`src/rtl/pipe_hazard_ctrl.sv`:
```
// Stall/flush sequencer for the 5-stage pipeline: combinational freeze/flush controls,
// a memory-wait watchdog FSM and saturating stall/flush performance counters.
module pipe_hazard_ctrl #(
   parameter int unsigned TIMEOUT = 16,
   parameter int unsigned CNT_W   = 16
) (
   input  logic             clk,
   input  logic             rst,
   input  logic             hazard,
   input  logic             branch_taken,
   input  logic             mem_req,
   input  logic             mem_ready,
   input  logic             cnt_clr,
   output logic             freeze_if,
   output logic             flush_if_id,
   output logic             flush_id_ex,
   output logic             freeze_back,
   output logic             mem_fault,
   output logic [CNT_W-1:0] stall_cycles,
   output logic [CNT_W-1:0] flush_cnt
);

   localparam int unsigned    WW        = (TIMEOUT < 2) ? 1 : $clog2(TIMEOUT + 1);
   // wait_cnt_q holds the number of stalled cycles already completed
   localparam logic [WW-1:0]  LAST_WAIT = WW'(TIMEOUT - 1);
   localparam logic [CNT_W-1:0] CNT_MAX = '1;

   typedef enum logic [1:0] {StRun, StMemWait, StFault} state_e;

   state_e           state_q;
   logic [WW-1:0]    wait_cnt_q;
   logic             mem_fault_q;
   logic [CNT_W-1:0] stall_q;
   logic [CNT_W-1:0] flush_q;

   logic mem_stall;
   logic in_fault;
   logic fb_raw;
   logic fi_raw;
   logic fif_raw;
   logic fie_raw;

   always_comb begin
      in_fault  = (state_q == StFault);
      mem_stall = ~in_fault & mem_req & ~mem_ready;
      fb_raw    = mem_stall | in_fault;
      // A taken branch squashes the hazarding instruction, so it cancels the IF freeze
      fi_raw    = fb_raw | (hazard & ~branch_taken);
      // Stage registers give flush priority over freeze, so flushes must be masked here
      fif_raw   = branch_taken & ~fb_raw;
      fie_raw   = (branch_taken | hazard) & ~fb_raw;

      freeze_back  = fb_raw & ~rst;
      freeze_if    = fi_raw & ~rst;
      flush_if_id  = fif_raw & ~rst;
      flush_id_ex  = fie_raw & ~rst;
      mem_fault    = mem_fault_q;
      stall_cycles = stall_q;
      flush_cnt    = flush_q;
   end

   always_ff @(posedge clk) begin
      if (rst) begin
         state_q     <= StRun;
         wait_cnt_q  <= '0;
         mem_fault_q <= 1'b0;
         stall_q     <= '0;
         flush_q     <= '0;
      end else begin
         unique case (state_q)
            StRun: begin
               if (mem_stall) begin
                  if (TIMEOUT == 1) begin
                     state_q <= StFault;
                  end else begin
                     state_q    <= StMemWait;
                     wait_cnt_q <= WW'(1);
                  end
               end
            end
            StMemWait: begin
               if (!mem_stall) begin
                  state_q    <= StRun;
                  wait_cnt_q <= '0;
               end else if (TIMEOUT != 0 && wait_cnt_q == LAST_WAIT) begin
                  state_q <= StFault;
               end else begin
                  wait_cnt_q <= wait_cnt_q + WW'(1);
               end
            end
            StFault: begin
               mem_fault_q <= 1'b1;
            end
            default: begin
               state_q <= StRun;
            end
         endcase

         if (cnt_clr) begin
            stall_q <= '0;
         end else if (fi_raw && stall_q != CNT_MAX) begin
            stall_q <= stall_q + CNT_W'(1);
         end

         if (cnt_clr) begin
            flush_q <= '0;
         end else if (fif_raw && flush_q != CNT_MAX) begin
            flush_q <= flush_q + CNT_W'(1);
         end
      end
   end

endmodule

```
`config.mk`:
```
export PLATFORM = sky130hd
export DESIGN_NAME = pipe_hazard_ctrl
export DESIGN_NICKNAME = d
export VERILOG_FILES = /design/src/rtl/pipe_hazard_ctrl.sv
export SDC_FILE = /design/constraint.sdc
export NUM_CORES = 1
export LEC_CHECK = 0
export CORE_UTILIZATION = 48
export CTS_BUF_LIST = sky130_fd_sc_hd__clkbuf_8
export DETAILED_ROUTE_END_ITERATION = 8
export GPL_TIMING_DRIVEN = 0
export PLACE_DENSITY_LB_ADDON = 0.12
export SYNTH_ARGS = -nofsm -noshare
export SYNTH_HDL_FRONTEND = slang
export SYNTH_SLANG_ARGS = --single-unit
```
`constraint.sdc`:
```
create_clock -name clk -period 2 [get_ports clk]
set_clock_uncertainty 0.2 [all_clocks]
set_input_delay 0.5 -clock clk [delete_from_list [all_inputs] [get_ports clk]]
set_output_delay 0.5 -clock clk [all_outputs]
set_load 0.005 [all_outputs]
```
==> results.md, run 1 <==
- # Max-Cap Violations: 0
- CP arrival: 2.08 ns
- Die area: 4810 µm²
- I/O Buffers: 43
- Initial antenna violation count: 0
- Worst path slowest cell: or4_1
- Mapped Nets: 271
- Ant. Diodes: 0
- Crit path max fanout: 7
- Hold Crit Depth: 2
- Sw Pwr: 0.398 mW
- Fmax: 489 MHz
- Gr ovfl total: 0
- Critical path capture point type: flip-flop
- CP Class: primary input to flip-flop
- Routed WL: 6350 µm
- Critical Path Source: mem_ready
- Part of the power in combinational logic: 0.084
- Worst Hold Class: flip-flop to flip-flop
- Clock tree buffer depth: 2
- Clk pin slew, worst setup/hold paths: 0.09 ns
- Vias in the first global route: 2070
- IO Count: 44
- RePlAce Congestion: 0.896
- Hold Violations, Final: 0
- GRT Overall Usage: 0.248
- FILL cells: 316
- Slew Limit Fails: 0
- Via-to-Cell Ratio: 6.19
- Switching share of power: 0.210
- Hold path start: wait_cnt_q[4]
- Final Critical Period: 2.05 ns
- Ys async rst share: 0
- Worst path cell trace: buf_6 > nand2b_4 > buf_6 > buf_6 > a311o_2 > or4_1 > a21oi_1
- # setup viols final: 1
- Reg area: 825 µm²
- Total CTS buffers: 5
- Worst Hold End: wait_cnt_q[4]
- Synth unique cells: 43
- Design Power: 1.90 mW
- Placeable Area: 4350 µm²
- CP startpoint kind: primary input
- Peak VDD IR: 0.398 mV
- EDFF count, synth: 0
- Width of the die: 69.4 µm
- Critical Path Most Common Cell: buf_6
- Mapped Cells: 260
- Crit Reg-Reg Endpoint: stall_cycles[10]
- Most frequent cells in the layout: clkdlybuf4s50_1, nand2_1, a21oi_1, dfxtp_1, dfxtp_2
- Met2 usage: 0.425
- Layout area overhead: 46.1%
- Share of layout cells above drive strength 1: 0.277
- Worst R2R Setup Slack: 0 ns
- Multi-input logic area: 1490 µm²
- Synth Flop Type: dfxtp_1
- Sequential share of power: 0.425
- P_int: 1.50 mW
- Root buffer cell: clkbuf_8
- Commonest non-fill, non-tap cell in the layout: clkdlybuf4s50_1
- Detailed-route via count: 2334
- Bufs and invs on worst path: 3
- Drt drc: 0
- CTS H-tree lvls: 2
- Fin worst setup slack: -0.0470 ns
- Post-DP HPWL: 3850 µm
- Outcome: finished with violations
- Clock Latency Late Sink: 0.30 ns
- Avg Synthesized Cell Area: 8.38 µm²
- Met1 Resource Use GR: 0.317
- Initial DRC Count: 207
- First-pass GRT wire length: 9700 µm
- Worst R2R Path Depth: 4
- Setup TNS Final: -0.0470 ns
- Post-layout util: 0.731
- Crit-path leading delay family: simple AND/OR/NAND/NOR gates
- Sink Count: 40
- Largest net degree at the start of global routing: 14
- Max stage delay on crit path: 0.51 ns
- #FFs+latches synth: 40
- Register area share after synthesis: 0.368
- Power density cells: 597 nW/µm²
- CTS tree: yes
- RSZ-0062 raised after global routing: yes
- Global route hottest layer: met2
- Slew margin rel.: 0.628
- Pre-antenna DRT Iters: 5
- Warnings, synthesis: 0
- GRT met3 Usage: 0.0567
- Drt wl/cell: 16.8 µm
- Site Rows: 24
- Failing checks: negative setup slack
- Final Non-Filler Cells: 377
- Clk pwr share: 0.491
- Tcrit/Tclk final: 1.02
- Critical R2R Launch: stall_cycles[5]
- Pleak: 1.05 nW
- Die height: 69.4 µm
- Starting density of the core: 0.500
- Req. time, crit path: 2.03 ns
- Syn Std Cell Area: 2180 µm²
- Routed Antenna Nets: 0
- Slew @ Worst Pin: 0.554 ns
- Layout net count: 335
- Dpl cells: 355
[power by group through the flow]
stage	clock network [mW]	logic, mW	registers (mW)
after floorplan	0	0.0642	0.824
after global placement	0	0.113	0.825
after detailed placement	0	0.114	0.825
after CTS	0.934	0.142	0.806
after global routing	0.980	0.171	0.808
final	0.932	0.159	0.807
[layout make-up]
type,count,share of cell area
repair buffers,60,0.169
plain buffers,10,0.0267
multi-input cells,202,0.469
inverters,5,0.00590
clock inverters,3,0.0283
clock buffers,5,0.0216
flip-flops and latches,40,0.259
well taps,52,0.0204
[metal layers]
metal / vias up / share of wire
met5: - / 0
met4: 0 / 0.012
met3: 9 / 0.044
met2: 66 / 0.50
met1: 1116 / 0.44
li1: 1143 / -
[Yosys cell counts (all sizes together), types with 6 or more instances]
master	count	area, µm²
or4	12	90.1
o31ai	11	82.6
o21ai	6	30.0
a21oi	23	115
nand4	10	68.8
mux2i	11	110
or3	18	113
clkbuf	9	33.8
and4	6	52.6
and3	7	43.8
nand3	9	45.0
dfxtp	40	801
nor3	7	35.0
nand2	27	101
nor4	8	50.1
nor2	11	41.3
[what timing repair did]
action | 4_1_cts | 5_1_grt
hold buffers | 0 | 0
endpoints found under the hold margin | 0 | 0
setup buffers | 12 | 5
pin swaps | 7 | 5
setup endpoints to repair | 40 | 44
cloned | 0 | 1
gates resized for setup | 71 | 37
[tightest hold or removal path, stage by stage (launching register included)]
cell     delay (ns)
dfxtp_1        0.32
nand2_1        0.05
a21oi_1        0.05
[worst max-delay path by stage]
stage | cells after the start | slack (ns) | to
finish | 7 | -0.05 | stall_cycles[10]
global route | 4 | -0.09 | stall_cycles[10]
CTS | 7 | -0.02 | stall_cycles[10]
detailed placement | 7 | -1.21 | flush_if_id
global placement | 7 | -1.19 | flush_if_id
floorplan | 7 | -0.005 | flush_cnt[13]
[registers in the layout, summed over array words and instances, names as in the netlist]
name / cells
flush_cnt: 16
mem_fault: 1
stall_cycles: 16
state_q: 2
wait_cnt_q: 5
[cell families (layout without fill, tap and decap cells)]
family                     Yosys count  in the layout  synth area share
and+or+nand+nor                    126            127             0.334
buffers and inverters               19             83            0.0408
muxes                               11             11            0.0505
DFF                                 40             40             0.368
AOI/OAI and AO/OA                   60             60             0.184
adders and majority gates            4              4            0.0230
[metrics by stage]
stage / instance area (µm²) / hold slack (ns) / setup WS (ns)
6_report: 3180 / 0.259 / -0.0470
5_1_grt: 3180 / 0.303 / -0.0915
4_1_cts: 3030 / 0.261 / -0.0233
3_5_place_dp: 2690 / 0.250 / -1.21
3_3_place_gp: 2690 / 0.241 / -1.19
2_1_floorplan: 2190 / 0.232 / -0.00530
Note: power is estimated with default switching activity, not from simulation.
==> inputs of run 2 (changes only) <==
--- a/config.mk
+++ b/config.mk
@@ -5,6 +5,8 @@
 export SDC_FILE = /design/constraint.sdc
 export NUM_CORES = 1
 export LEC_CHECK = 0
+export ABC_CLOCK_PERIOD_IN_PS = 2000
+export CORE_ASPECT_RATIO = 1.25
 export CORE_UTILIZATION = 48
 export CTS_BUF_LIST = sky130_fd_sc_hd__clkbuf_8
 export DETAILED_ROUTE_END_ITERATION = 8
==> results.md, run 2 (synthesis gave the netlist of run 1 again) <==
- Outcome: finished clean (was finished with violations)
- Largest net degree at the start of global routing: 12 (was 14)
- Layout area overhead: 42.6% (was 46.1%)
- Starting density of the core: 0.496 (was 0.500)
- Critical path capture point type: flip-flop (unchanged)
- Clk pwr share: 0.365 (was 0.491)
- Via-to-Cell Ratio: 6.07 (was 6.19)
- DP Worst Slack: -1.21 ns (about the same)
- P_int: 1.14 mW (was 1.50 mW)
- Slew Limit Fails: 0 (unchanged)
- Ant. Diodes: 0 (unchanged)
- Post-layout util: 0.707 (was 0.731)
- # setup viols final: 0 (was 1)
- Routed Antenna Nets: 0 (unchanged)
- Slew @ Worst Pin: 0.598 ns (was 0.554 ns)
- Fmax: 502 MHz (was 489 MHz)
- Die area: 4810 µm² (about the same)
- Part of the power in combinational logic: 0.097 (was 0.084)
- Post-DP HPWL: 3870 µm (was 3850 µm)
- CP Class: flip-flop to flip-flop (was primary input to flip-flop)
- First-pass GRT wire length: 9690 µm (was 9700 µm)
- Width of the die: 62.3 µm (was 69.4 µm)
- Sequential share of power: 0.538 (was 0.425)
- Layout net count: 333 (was 335)
- # Max-Cap Violations: 0 (unchanged)
- Initial antenna violation count: 0 (unchanged)
- Placement Cell Area: 2700 µm² (was 2690 µm²)
- FILL cells: 351 (was 316)
- Site Rows: 27 (was 24)
- Detailed-route via count: 2311 (was 2334)
- Power density cells: 483 nW/µm² (was 597 nW/µm²)
- RePlAce Congestion: 0.846 (was 0.896)
- Final Non-Filler Cells: 381 (was 377)
- Hold Violations, Final: 0 (unchanged)
- Commonest non-fill, non-tap cell in the layout: clkdlybuf4s50_1 (unchanged)
- Root buffer cell: clkbuf_8 (unchanged)
- Sink Count: 40 (unchanged)
- CTS H-tree lvls: 2 (unchanged)
- Placeable Area: 4390 µm² (was 4350 µm²)
- RSZ-0062 raised after global routing: yes (unchanged)
- GRT Overall Usage: 0.251 (was 0.248)
- Tcrit/Tclk final: 0.996 (was 1.02)
- Switching share of power: 0.242 (was 0.210)
- Total CTS buffers: 5 (unchanged)
- CP arrival: 2.01 ns (was 2.08 ns)
- Die height: 77.3 µm (was 69.4 µm)
- CP startpoint kind: flip-flop (was primary input)
- Req. time, crit path: 2.02 ns (was 2.03 ns)
- Crit path max fanout: 6 (was 7)
- CTS tree: yes (unchanged)
- Dpl cells: 361 (was 355)
- Gr ovfl total: 0 (unchanged)
- Final Critical Period: 1.99 ns (was 2.05 ns)
- Clock Latency Late Sink: 0.29 ns (was 0.30 ns)
- Slew margin rel.: 0.600 (was 0.628)
- Vias in the first global route: 2087 (was 2070)
- I/O Buffers: 43 (unchanged)
- Drt drc: 0 (unchanged)
- Clk pin slew, worst setup/hold paths: 0.08 ns (was 0.09 ns)
- Pre-antenna DRT Iters: 4 (was 5)
- IO Count: 44 (unchanged)
- Worst Hold Class: flip-flop to flip-flop (unchanged)
- Peak VDD IR: 0.348 mV (was 0.398 mV)
- Drt wl/cell: 15.9 µm (was 16.8 µm)
- Initial DRC Count: 124 (was 207)
- Fin Hold WS: 0.258 ns (was 0.259 ns)
- Share of layout cells above drive strength 1: 0.276 (was 0.277)
- Routed WL: 6040 µm (was 6350 µm)
- Clock tree buffer depth: 2 (unchanged)
- Design Area, Final: 3110 µm² (was 3180 µm²)
- Sw Pwr: 0.363 mW (was 0.398 mW)
- Pleak: 1.03 nW (was 1.05 nW)
- Most frequent cells in the layout: clkdlybuf4s50_1, nand2_1, dfxtp_1 (was clkdlybuf4s50_1, nand2_1, a21oi_1, dfxtp_1, dfxtp_2)
- Fin worst setup slack: 0.00847 ns (was -0.0470 ns)
## run 2: changes by cell type in the layout (fill, tap and decap cells not counted), moves of 3 or more
cell	previous run	this run
bufinv_16	3	0
buf_6	6	2
buf_4	15	18
nor4_2	1	4
## run 2: area by class of cell
cell class | instances | area (µm²) | area share
clock buffer | 6 | 82.6 | 0.0266
tap | 58 | 72.6 | 0.0234
multi-input combinational | 201 | 1500 | 0.481
buffer | 7 | 55.1 | 0.0177
clock inverter | 2 | 7.51 | 0.00242
sequential | 40 | 830 | 0.267
inverter | 5 | 18.8 | 0.00604
timing repair buffer | 62 | 544 | 0.175
## run 2: power by group through the flow
stage | Combinational [mW] | Clock, mW | Sequential, mW
final | 0.145 | 0.549 | 0.807
after global routing | 0.159 | 0.602 | 0.808
after CTS | 0.140 | 0.563 | 0.807
after detailed placement | 0.114 | 0 | 0.825
after global placement | 0.113 | 0 | 0.825
after floorplan | 0.0642 | 0 | 0.824
## run 2: per-layer routing
metal,up-vias,wire [µm],GRT usage
met5,-,0,0
met4,0,113,0.107
met3,8,271,0.0432
met2,62,3130,0.438
met1,1104,2530,0.299
li1,1137,-,-
## run 2: stage by stage
stage	power, mW	setup TNS [ns]
after CTS	1.51	-0.106
after global routing	1.57	-0.173
final	1.50	0
after detailed placement	0.940	-24.14
after floorplan	0.888	-0.00530
after global placement	0.938	-22.89
## run 2: critical path, cell delays in order (launching register included)
cell      delay (ns)
dfxtp_4         0.36
nand2b_4        0.18
buf_6           0.13
a311o_2         0.42
or4_4           0.50
a21oi_2         0.14
## run 2: what timing repair did
action | in CTS | in global routing
setup buffers | 11 | 8
endpoints found under the setup margin | 39 | 45
resized for setup | 68 | 37
cloned | 0 | 0
pin swaps | 10 | 11
hold buffers | 0 | 0
## run 2: final timing paths
kind | depth (start not counted) | slack (ns) | from | end
max | 5 | 0.008 | state_q[0] | stall_cycles[10]
min | 2 | 0.26 | wait_cnt_q[4] | wait_cnt_q[4]
max reg2reg | 5 | 0.008 | state_q[0] | stall_cycles[10]
min reg2reg | 2 | 0.26 | wait_cnt_q[4] | wait_cnt_q[4]
==> inputs of run 3 (changes only) <==
--- a/config.mk
+++ b/config.mk
@@ -7,8 +7,8 @@
 export LEC_CHECK = 0
 export ABC_CLOCK_PERIOD_IN_PS = 2000
 export CORE_ASPECT_RATIO = 1.25
-export CORE_UTILIZATION = 48
-export CTS_BUF_LIST = sky130_fd_sc_hd__clkbuf_8
+export CORE_UTILIZATION = 46
+export CTS_BUF_LIST = sky130_fd_sc_hd__clkbuf_8 sky130_fd_sc_hd__clkbuf_16
 export DETAILED_ROUTE_END_ITERATION = 8
 export GPL_TIMING_DRIVEN = 0
 export PLACE_DENSITY_LB_ADDON = 0.12
==> results.md, run 3 (synthesis gave the netlist of run 1 again) <==
- CTS Hold Buffers Added: 0 (unchanged)
- GRT Overall Usage: 0.244 (was 0.251)
- RePlAce Congestion: 0.817 (was 0.846)
- Pre-antenna DRT Iters: 4 (unchanged)
- Peak VDD IR: 0.391 mV (was 0.348 mV)
- Drt wl/cell: 16.3 µm (was 15.9 µm)
- CP Class: primary input to output pin (was flip-flop to flip-flop)
- Via-to-Cell Ratio: 6.29 (was 6.07)
- Vias in the first global route: 2053 (was 2087)
- First-pass GRT wire length: 9710 µm (was 9690 µm)
- Share of layout cells above drive strength 1: 0.290 (was 0.276)
- Dpl cells: 361 (unchanged)
- Power density cells: 495 nW/µm² (was 483 nW/µm²)
- Starting density of the core: 0.488 (was 0.496)
- Reg area: 833 µm² (was 830 µm²)
- Sw Pwr: 0.374 mW (was 0.363 mW)
- Multi-input logic area: 1500 µm² (about the same)
- Hold Violations, Final: 0 (unchanged)
- Post-DP HPWL: 3860 µm (was 3870 µm)
- Routed WL: 6170 µm (was 6040 µm)
- Clk pwr share: 0.385 (was 0.365)
- Crit Reg-Reg Endpoint: stall_cycles[14] (was stall_cycles[10])
- IO Count: 44 (unchanged)
- CP arrival: 1.27 ns (was 2.01 ns)
- Design Area, Final: 3130 µm² (was 3110 µm²)
- # Max-Cap Violations: 0 (unchanged)
- Commonest non-fill, non-tap cell in the layout: clkdlybuf4s50_1 (unchanged)
- Clock tree buffer depth: 2 (unchanged)
- Tcrit/Tclk final: 0.985 (was 0.996)
- Bufs and invs on worst path: 2 (was 1)
- Clk pin slew, worst setup/hold paths: 0.07 ns (was 0.08 ns)
- Initial antenna violation count: 0 (unchanged)
- Sequential share of power: 0.521 (was 0.538)
- Critical path depth in cells: 5 (unchanged)
- # setup viols final: 0 (unchanged)
- Largest net degree at the start of global routing: 12 (unchanged)
- Placeable Area: 4460 µm² (was 4390 µm²)
- Worst path cell trace: clkdlybuf4s15_2 > nand2b_4 > and3_4 > nor2_1 > buf_2 (was nand2b_4 > buf_6 > a311o_2 > or4_4 > a21oi_2)
- Clock Latency Late Sink: 0.30 ns (was 0.29 ns)
- Routed Antenna Nets: 0 (unchanged)
- Fmax: 508 MHz (was 502 MHz)
- Most frequent cells in the layout: clkdlybuf4s50_1, nand2_1, a21oi_1 (was clkdlybuf4s50_1, nand2_1, dfxtp_1)
- Critical Path Source: branch_taken (was state_q[0])
- Fin worst setup slack: 0.0299 ns (was 0.00847 ns)
- I/O Buffers: 43 (unchanged)
- Layout area overhead: 43.5% (was 42.6%)
- Slew margin rel.: 0.612 (was 0.600)
- Gr ovfl total: 0 (unchanged)
- Drt drc: 0 (unchanged)
- Layout net count: 332 (was 333)
- Worst R2R Path Depth: 6 (was 5)
- Width of the die: 63.6 µm (was 62.3 µm)
- FILL cells: 368 (was 351)
- Final Critical Period: 1.97 ns (was 1.99 ns)
- Max stage delay on crit path: 0.22 ns (was 0.50 ns)
- Sink Count: 40 (unchanged)
- Crit-path leading delay family: simple AND/OR/NAND/NOR gates (unchanged)
- Die area: 5020 µm² (was 4810 µm²)
- Part of the power in combinational logic: 0.094 (was 0.097)
- Critical R2R Launch: state_q[0] (unchanged)
- DP Worst Slack: -1.23 ns (was -1.21 ns)
- Worst Hold Class: flip-flop to flip-flop (unchanged)
- Crit path max fanout: 4 (was 6)
- Worst path slowest cell: clkdlybuf4s15_2 (was or4_4)
- Post-layout util: 0.701 (was 0.707)
- Detailed-route via count: 2384 (was 2311)
- Site Rows: 27 (unchanged)
- Slew @ Worst Pin: 0.578 ns (was 0.598 ns)
- Final Non-Filler Cells: 379 (was 381)
- Worst setup path endpoint: freeze_if (was stall_cycles[10])
- Worst R2R Setup Slack: 0.04 ns (was 0.008 ns)
- CTS H-tree lvls: 2 (unchanged)
- Slew Limit Fails: 0 (unchanged)
- Ant. Diodes: 0 (unchanged)
- CTS tree: yes (unchanged)
- Req. time, crit path: 1.30 ns (was 2.02 ns)
- Placement Cell Area: 2700 µm² (unchanged)
- Switching share of power: 0.241 (was 0.242)
- CP startpoint kind: primary input (was flip-flop)
- Root buffer cell: clkbuf_8 (unchanged)
- Outcome: finished clean (unchanged)
- Fin Hold WS: 0.260 ns (was 0.258 ns)
- Critical path capture point type: output pin (was flip-flop)
- P_int: 1.17 mW (was 1.14 mW)
- Total CTS buffers: 5 (unchanged)
- Die height: 78.9 µm (was 77.3 µm)
- Initial DRC Count: 223 (was 124)
- Pleak: 1.02 nW (was 1.03 nW)
-- run 3: cell count changes in the layout (fill, tap and decap cells not counted), sizes merged --
cell	previous run	this run
buf	28	23
clkdlybuf4s15	1	2
and4	6	7
inv	7	5
clkbuf	11	14
-- run 3: repair_timing --
action	in CTS	in global routing
endpoints found under the setup margin	37	41
buffers inserted	12	4
pin swaps	8	9
resized for setup	71	43
cloned	0	1
-- run 3: cell type report --
class | count | area share
well taps | 58 | 0.0232
clock buffers | 7 | 0.0308
inverters | 5 | 0.00600
plain buffers | 8 | 0.0232
multi-input cells | 202 | 0.479
repair buffers | 59 | 0.171
flip-flops and latches | 40 | 0.267
-- run 3: through the flow --
stage	TNS [ns]	total power [mW]
finish	0	1.55
detailed placement	-24.25	0.940
global route	-0.0243	1.60
global placement	-23.53	0.939
CTS	0	1.56
floorplan	-0.00530	0.888
-- run 3: how the worst min path moves through the flow --
stage	from	end	slack, ns	cells after the start
after floorplan	wait_cnt_q[4]	wait_cnt_q[4]	0.23	2
after global placement	wait_cnt_q[4]	wait_cnt_q[4]	0.24	2
after detailed placement	wait_cnt_q[4]	wait_cnt_q[4]	0.25	2
after CTS	wait_cnt_q[4]	wait_cnt_q[4]	0.26	2
after global routing	wait_cnt_q[4]	wait_cnt_q[4]	0.29	2
final	wait_cnt_q[4]	wait_cnt_q[4]	0.26	2
-- run 3: power groups by stage --
stage               sequential, mW  clock, mW  combinational [mW]
finish                       0.806      0.596               0.145
global route                 0.807      0.634               0.157
CTS                          0.806      0.606               0.144
detailed placement           0.825          0               0.115
global placement             0.825          0               0.115
floorplan                    0.824          0              0.0642
-- run 3: tightest hold or removal path: cells and delay by family, from the launching register on --
| family | cells | cell delay, ns |
|---|---|---|
| AOI/OAI and AO/OA | 1 | 0.05 |
| and+or+nand+nor | 1 | 0.05 |
| DFF | 1 | 0.31 |
-- run 3: metal layers --
layer  share of wire  GRT usage  vias up
li1                -          -     1139
met1            0.43      0.304     1154
met2            0.50      0.410       72
met3           0.046     0.0417       19
met4           0.019      0.105        0
met5               0          0        -
